`src/rtl/floating_point_vec_stream.sv`:
```
// floating_point_vec_stream
//   Streams a fixed table of IEEE-754 test vectors (single or double precision)
//   out of an AXI-Stream style master port. Each accepted start emits table
//   entries 0..DEPTH-1 in order. The table read is registered. A two-entry
//   output/skid stage sits behind it, so a sink holding tready high receives
//   one beat per cycle.
//
//   Optional build macro: FLT_VEC_STREAM_LOOP_EN
//     defined   : after the last beat the pass restarts at entry 0 by itself,
//                 until rst (busy stays high, done pulses once per pass)
//     undefined : one pass per start
//
// Parameters
//   EXP_WIDTH  exponent width (8 single, 11 double)
//   MAN_WIDTH  mantissa width (23 single, 52 double)
//   DEPTH      vectors per pass, 1..16
//
// Ports
//   clk            clock, rising edge
//   rst            asynchronous active-high reset
//   start          one-cycle pass request (ignored while busy)
//   busy           pass in progress
//   done           one-cycle pulse after the last beat transfers
//   m_axis_tvalid  beat valid
//   m_axis_tready  sink ready
//   m_axis_tdata   vector value {sign, exponent, mantissa}
//   m_axis_tlast   marks beat DEPTH-1
//   m_axis_tuser   {is_nan, is_inf, is_zero} of m_axis_tdata
//
// FSM states
//   state | meaning
//   IDLE  | waiting for start, nothing in flight
//   RUN   | pass active, last beat not yet on the output
//   LAST  | beat DEPTH-1 is on the output, waiting for it to transfer

module floating_point_vec_stream #(
  parameter int EXP_WIDTH = 8,
  parameter int MAN_WIDTH = 23,
  parameter int DEPTH     = 10
) (
  input  logic                           clk,
  input  logic                           rst,
  input  logic                           start,
  output logic                           busy,
  output logic                           done,
  output logic                           m_axis_tvalid,
  input  logic                           m_axis_tready,
  output logic [EXP_WIDTH+MAN_WIDTH:0]   m_axis_tdata,
  output logic                           m_axis_tlast,
  output logic [2:0]                     m_axis_tuser
);

  localparam int         W        = 1 + EXP_WIDTH + MAN_WIDTH;
  localparam bit         DBL      = (EXP_WIDTH == 11);
  localparam logic [3:0] LAST_IDX = 4'(DEPTH - 1);

`ifdef FLT_VEC_STREAM_LOOP_EN
  localparam bit LOOP_EN = 1'b1;
`else
  localparam bit LOOP_EN = 1'b0;
`endif

  typedef enum logic [1:0] {IDLE, RUN, LAST} state_t;

  // ---------------------------------------------------------------------------
  // Vector table
  // ---------------------------------------------------------------------------
  function automatic logic [31:0] seed(input int k);
    logic [31:0] s;
    case (k)
      0:       s = 32'h12153524;
      1:       s = 32'hC0895E81;
      2:       s = 32'h8484D609;
      3:       s = 32'hB1F05663;
      4:       s = 32'h06B97B0D;
      5:       s = 32'h46DF998D;
      6:       s = 32'hB2C28465;
      default: s = 32'h00000000;
    endcase
    return s;
  endfunction

  function automatic logic [W-1:0] tbl_entry(input logic [3:0] idx);
    logic [W-1:0] v;
    int           k;
    k = int'(idx);
    case (idx)
      4'd7:  v = {1'b0, {EXP_WIDTH{1'b1}}, 1'b1, {(MAN_WIDTH-1){1'b0}}};
      4'd8:  v = {1'b0, {EXP_WIDTH{1'b1}}, {MAN_WIDTH{1'b0}}};
      4'd9:  v = '0;
      4'd10: v = {1'b1, {EXP_WIDTH{1'b1}}, {MAN_WIDTH{1'b0}}};
      4'd11: v = W'(1);
      4'd12, 4'd13, 4'd14, 4'd15:
             v = W'({2{32'h89375212}});
      default: begin
        // Double entries pair seed k with seed k+3 (mod 7) in the low word.
        if (DBL) v = W'({seed(k), seed((k + 3) % 7)});
        else     v = W'(seed(k));
      end
    endcase
    return v;
  endfunction

  function automatic logic [2:0] classify(input logic [W-1:0] v);
    logic [EXP_WIDTH-1:0] e;
    logic [MAN_WIDTH-1:0] m;
    logic                 e_ones, e_zero, m_zero;
    e      = v[W-2 -: EXP_WIDTH];
    m      = v[MAN_WIDTH-1:0];
    e_ones = &e;
    e_zero = ~|e;
    m_zero = ~|m;
    return {e_ones & ~m_zero, e_ones & m_zero, e_zero & m_zero};
  endfunction

  // ---------------------------------------------------------------------------
  // State
  // ---------------------------------------------------------------------------
  state_t       state;
  logic [3:0]   addr;
  logic         fetching;

  // registered table read
  logic         rd_valid;
  logic [W-1:0] rd_data;
  logic         rd_last;
  logic [2:0]   rd_user;

  // second entry behind the output register
  logic         sk_valid;
  logic [W-1:0] sk_data;
  logic         sk_last;
  logic [2:0]   sk_user;

  // ---------------------------------------------------------------------------
  // Control
  // ---------------------------------------------------------------------------
  logic         accept;
  logic         pop;
  logic         head_free;
  logic         head_load_last;
  logic [2:0]   occ_after;
  logic         credit;
  logic         fetch_go;
  logic [3:0]   fetch_addr;
  logic         fetch_is_last;
  logic [W-1:0] tbl_data;

  always_comb begin
    accept    = (state == IDLE) & start;
    pop       = m_axis_tvalid & m_axis_tready;
    head_free = ~m_axis_tvalid | m_axis_tready;

    // Items held after this edge (output, skid, read stage all move forward).
    // A new read is issued only if the output and skid entries can still
    // absorb it next cycle even if the sink stalls.
    occ_after = {2'b00, m_axis_tvalid} + {2'b00, sk_valid} + {2'b00, rd_valid}
              - {2'b00, pop};
    credit    = (occ_after <= 3'd1);

    // Start always finds the pipeline empty, so the first read needs no credit.
    fetch_go      = accept | (fetching & credit);
    fetch_addr    = accept ? 4'd0 : addr;
    fetch_is_last = (fetch_addr == LAST_IDX);
    tbl_data      = tbl_entry(fetch_addr);

    // The beat about to be loaded into the output register is the pass's last.
    head_load_last = head_free & (sk_valid ? sk_last : (rd_valid & rd_last));
  end

  // ---------------------------------------------------------------------------
  // Table read and output/skid datapath
  // ---------------------------------------------------------------------------
  always_ff @(posedge clk or posedge rst) begin
    if (rst) begin
      addr          <= '0;
      fetching      <= 1'b0;
      rd_valid      <= 1'b0;
      rd_data       <= '0;
      rd_last       <= 1'b0;
      rd_user       <= '0;
      sk_valid      <= 1'b0;
      sk_data       <= '0;
      sk_last       <= 1'b0;
      sk_user       <= '0;
      m_axis_tvalid <= 1'b0;
      m_axis_tdata  <= '0;
      m_axis_tlast  <= 1'b0;
      m_axis_tuser  <= '0;
    end else begin
      if (fetch_go) begin
        rd_valid <= 1'b1;
        rd_data  <= tbl_data;
        rd_last  <= fetch_is_last;
        rd_user  <= classify(tbl_data);
        addr     <= fetch_is_last ? 4'd0 : fetch_addr + 4'd1;
        fetching <= fetch_is_last ? LOOP_EN : 1'b1;
      end else begin
        rd_valid <= 1'b0;
      end

      if (head_free) begin
        if (sk_valid) begin
          m_axis_tvalid <= 1'b1;
          m_axis_tdata  <= sk_data;
          m_axis_tlast  <= sk_last;
          m_axis_tuser  <= sk_user;
          sk_valid      <= rd_valid;
          if (rd_valid) begin
            sk_data <= rd_data;
            sk_last <= rd_last;
            sk_user <= rd_user;
          end
        end else begin
          m_axis_tvalid <= rd_valid;
          if (rd_valid) begin
            m_axis_tdata <= rd_data;
            m_axis_tlast <= rd_last;
            m_axis_tuser <= rd_user;
          end
        end
      end else if (rd_valid) begin
        // Output stalled: the read in flight parks in the skid entry.
        sk_valid <= 1'b1;
        sk_data  <= rd_data;
        sk_last  <= rd_last;
        sk_user  <= rd_user;
      end
    end
  end

  // ---------------------------------------------------------------------------
  // Pass sequencing FSM
  // ---------------------------------------------------------------------------
  always_ff @(posedge clk or posedge rst) begin
    if (rst) begin
      state <= IDLE;
      busy  <= 1'b0;
      done  <= 1'b0;
    end else begin
      done <= 1'b0;
      case (state)
        IDLE: begin
          if (start) begin
            state <= RUN;
            busy  <= 1'b1;
          end
        end
        RUN: begin
          if (head_load_last) state <= LAST;
        end
        LAST: begin
          if (pop) begin
            done <= 1'b1;
            // In loop mode with DEPTH=1 the next pass's last beat can replace
            // the one leaving in the same edge.
            if (LOOP_EN && head_load_last) begin
              state <= LAST;
            end else if (LOOP_EN) begin
              state <= RUN;
            end else begin
              state <= IDLE;
              busy  <= 1'b0;
            end
          end
        end
        default: begin
          state <= IDLE;
          busy  <= 1'b0;
        end
      endcase
    end
  end

endmodule
```
`config.mk`:
```
export PLATFORM = sky130hd
export DESIGN_NAME = floating_point_vec_stream
export DESIGN_NICKNAME = d
export VERILOG_FILES = /design/src/rtl/floating_point_vec_stream.sv
export SDC_FILE = /design/constraint.sdc
export NUM_CORES = 1
export LEC_CHECK = 0
export ABC_CLOCK_PERIOD_IN_PS = 5050
export CORE_ASPECT_RATIO = 1.25
export CORE_MARGIN = 5
export CORE_UTILIZATION = 42
export DETAILED_ROUTE_END_ITERATION = 10
export SYNTH_ARGS = -nofsm -noshare
export SYNTH_HDL_FRONTEND = slang
export SYNTH_SLANG_ARGS = --single-unit
```
`constraint.sdc`:
```
create_clock -name clk -period 5.05 [get_ports clk]
set_clock_uncertainty 0.15 [all_clocks]
set_input_delay 0.505 -clock clk [delete_from_list [all_inputs] [get_ports clk]]
set_output_delay 0.505 -clock clk [all_outputs]
set_load 0.01 [all_outputs]
```
==> results.json <==
{
  "tns_ns": 0,
  "holdPathStages": 1,
  "drt_iter0_drc": 185,
  "via_per_inst": 5.160,
  "clkTransAtPathRegs_ns": 0.05,
  "syn_to_final_growth_pct": 21.32,
  "wl_per_cell_um": 14.51,
  "die_area_sq_um": 14310,
  "setup_viol": 0,
  "p_leak_nw": 2.616,
  "final_common_cell": "dfrtp_1",
  "cts_buffers": 17,
  "antenna_found_initial": 0,
  "start_kind": "input pin",
  "grt_pass1_wl_um": 17080,
  "core_region_area_sq_um": 11670,
  "cp.required_ns": 5.19,
  "grt_overflow": 0,
  "worst-setup-path-type": "in2reg",
  "rr_worst_depth": 7,
  "fin_crit_sh": 0.5721,
  "hpwl_um": 6227,
  "place_inst": 635,
  "critical_path.endpoint_type": "flop",
  "ctsLongestPathBuffers": 2,
  "cts_tree": "yes",
  "synthArstFlopShare": 1.000,
  "outcome": "completed",
  "place_area_sq_um": 5555,
  "grt_max_degree": 85,
  "nFillCells": 1095,
  "nets": 499,
  "crit_top_cell": "ha_1",
  "drc": 0,
  "powerDensity_nw_per_um2": 787.3,
  "postRouteAntennaNets": 0,
  "max-slew-margin-rel": 0.3122,
  "synth_warnings": 0,
  "cts_repair_resize_count": 0,
  "cts-root-buf": "clkbuf_16",
  "synth_area_sq_um": 5042,
  "die_w_um": 108,
  "synth_edf_count": 0,
  "critPathMaxStageDelay_ns": 0.43,
  "num_vias": 3442,
  "ys_types": 45,
  "antenna_cells": 0,
  "grt_pass1_vias": 3528,
  "ys_seq_area_frac": 0.5658,
  "io-pin-count": 43,
  "hold_violations": 0,
  "drtPass1Iterations": 4,
  "clock_sinks": 114,
  "htree_num_levels": 4,
  "ys.flop_type": "dfrtp_1",
  "rsz0062_at_grt": "no",
  "cts_hold_buf": 0,
  "drt_wl_total_um": 9681,
  "power_mw": 4.816,
  "clock_latency_ns": 0.40,
  "worst_pin_slew_ns": 1.032,
  "path_max_fanout": 46,
  "slew_violations": 0,
  "synth_seq_cells": 114,
  "cap_violations": 0,
  "design_area_sq_um": 6117,
  "utilization": 0.5241,
  "peakVddDrop_v": 0.0004467,
  "num_rows": 44,
  "crit_slowest_cell": "clkdlybuf4s50_1",
  "drive_gt1_frac": 0.1660,
  "syn-num-nets": 468,
  "syn_inst": 462,
  "postCtsSetupBuffers": 0,
  "layout_common_cells": "dfrtp_1 (113), a21oi_1 (59), nor2_1 (58), clkdlybuf4s50_1 (42), mux2_2 (37)",
  "avgSynthCellArea_sq_um": 10.91,
  "min_path_type": "reg2reg",
  "min_period_ns": 2.889,
  "io_buffers": 42,
  "die_h_um": 132.5,
  "start_util": 0.4320,
  "grt.total_usage": 0.1502,
  "max_freq_mhz": 346.1,
  "final_cells": 667,
  "crit_chain": "clkdlybuf4s50_1, and2_1, ha_1, inv_1, ha_1, a21oi_2, mux2i_4, buf_4, nor4_1, a211o_1",
  "critical_path_arrival_ns": 3.03,
  "place_congestion": 0.8283
}
[through the flow]
step	hold slack, ns	setup slack (ns)
2_1_floorplan	0.3058	1.379
3_3_place_gp	0.3261	1.818
3_5_place_dp	0.3424	1.766
4_1_cts	0.3541	2.190
5_1_grt	0.3633	2.028
6_report	0.3513	2.161
[logic make-up after synthesis]
| group | count (synthesis) | share of synthesized area |
|---|---|---|
| simple gates | 134 | 0.1201 |
| flops | 114 | 0.5658 |
| compound gates | 97 | 0.1146 |
| mux | 71 | 0.1509 |
| buf+inv | 42 | 0.03995 |
| fa+ha+maj | 3 | 0.006947 |
| xor+xnor | 1 | 0.001737 |
[power by group]
part | internal (mW) | switching [mW] | total, mW
registers | 1.35 | 0.320 | 1.67
logic | 0.967 | 1.05 | 2.02
clock network | 0.729 | 0.396 | 1.13
[Yosys cell counts, types with 2 or more instances]
cell type  count  area share
a211o_1        3      0.0052
a311oi_1       3      0.0052
nor2_1        59       0.044
or2_2          2      0.0025
nand2b_1       2      0.0025
a21oi_1       59       0.059
nor2b_1        6      0.0074
dfrtp_1      114        0.57
o311ai_0       5      0.0087
buf_4          3      0.0045
inv_1          6      0.0045
nand2_1       32       0.024
clkbuf_1      12      0.0089
and2_1         3      0.0037
mux2i_1       33       0.066
nor4_1         2      0.0025
ha_1           2      0.0050
nand3b_1       2      0.0030
mux2_2        37       0.083
a211oi_1       7       0.010
o21ai_0       10      0.0099
nor3_1         6      0.0060
buf_2         19       0.019
nand3_1        8      0.0079
or3_1          7      0.0087
[metal layers]
layer / global-route usage / share of wire / wire length (um)
met1: 0.1874 / 0.44 / 4296
met2: 0.2410 / 0.51 / 4923
met3: 0.04825 / 0.030 / 291
met4: 0.05965 / 0.018 / 170
met5: 0 / 0 / 0
[sequential cells by signal, summed over array words and instances, names as in the netlist]
| register | count |
|---|---|
| addr | 4 |
| busy | 1 |
| done | 1 |
| fetching | 1 |
| m_axis_tdata | 30 |
| m_axis_tlast | 1 |
| m_axis_tuser | 3 |
| m_axis_tvalid | 1 |
| rd_data | 30 |
| rd_last | 1 |
| rd_user | 3 |
| rd_valid | 1 |
| sk_data | 30 |
| sk_last | 1 |
| sk_user | 3 |
| sk_valid | 1 |
| state | 2 |
[final cells by class]
class	instances	area [sq um]	area share
clock inverters	12	115.1	0.01882
multi-input cells	306	2009	0.3285
inverters	6	25.02	0.004091
clock buffers	20	446.7	0.07302
well taps	161	201.4	0.03293
flip-flops and latches	114	2854	0.4666
repair buffers	48	465.4	0.07609
[critical path: cells and delay by family]
family | cells | cell delay (ns)
compound gates | 2 | 0.54
fa+ha+maj | 2 | 0.55
simple gates | 2 | 0.30
buf+inv | 3 | 0.87
mux | 1 | 0.25
[path summary, 6_finish.rpt]
path	from	endpoint	slack [ns]
worst max-delay path	m_axis_tready	rd_data[13]$_DFFE_PP0P_	2.16
worst min-delay path	fetching$_DFFE_PP0P_	fetching$_DFFE_PP0P_	0.35
worst max register to register	sk_valid$_DFFE_PP0P_	rd_data[13]$_DFFE_PP0P_	2.28
worst min register to register	fetching$_DFFE_PP0P_	fetching$_DFFE_PP0P_	0.35
max in group asynchronous	rst	sk_data[24]$_DFFE_PP0P_	3.20
min in group asynchronous	rst	sk_valid$_DFFE_PP0P_	0.56
(Power assumes the default switching activity.)
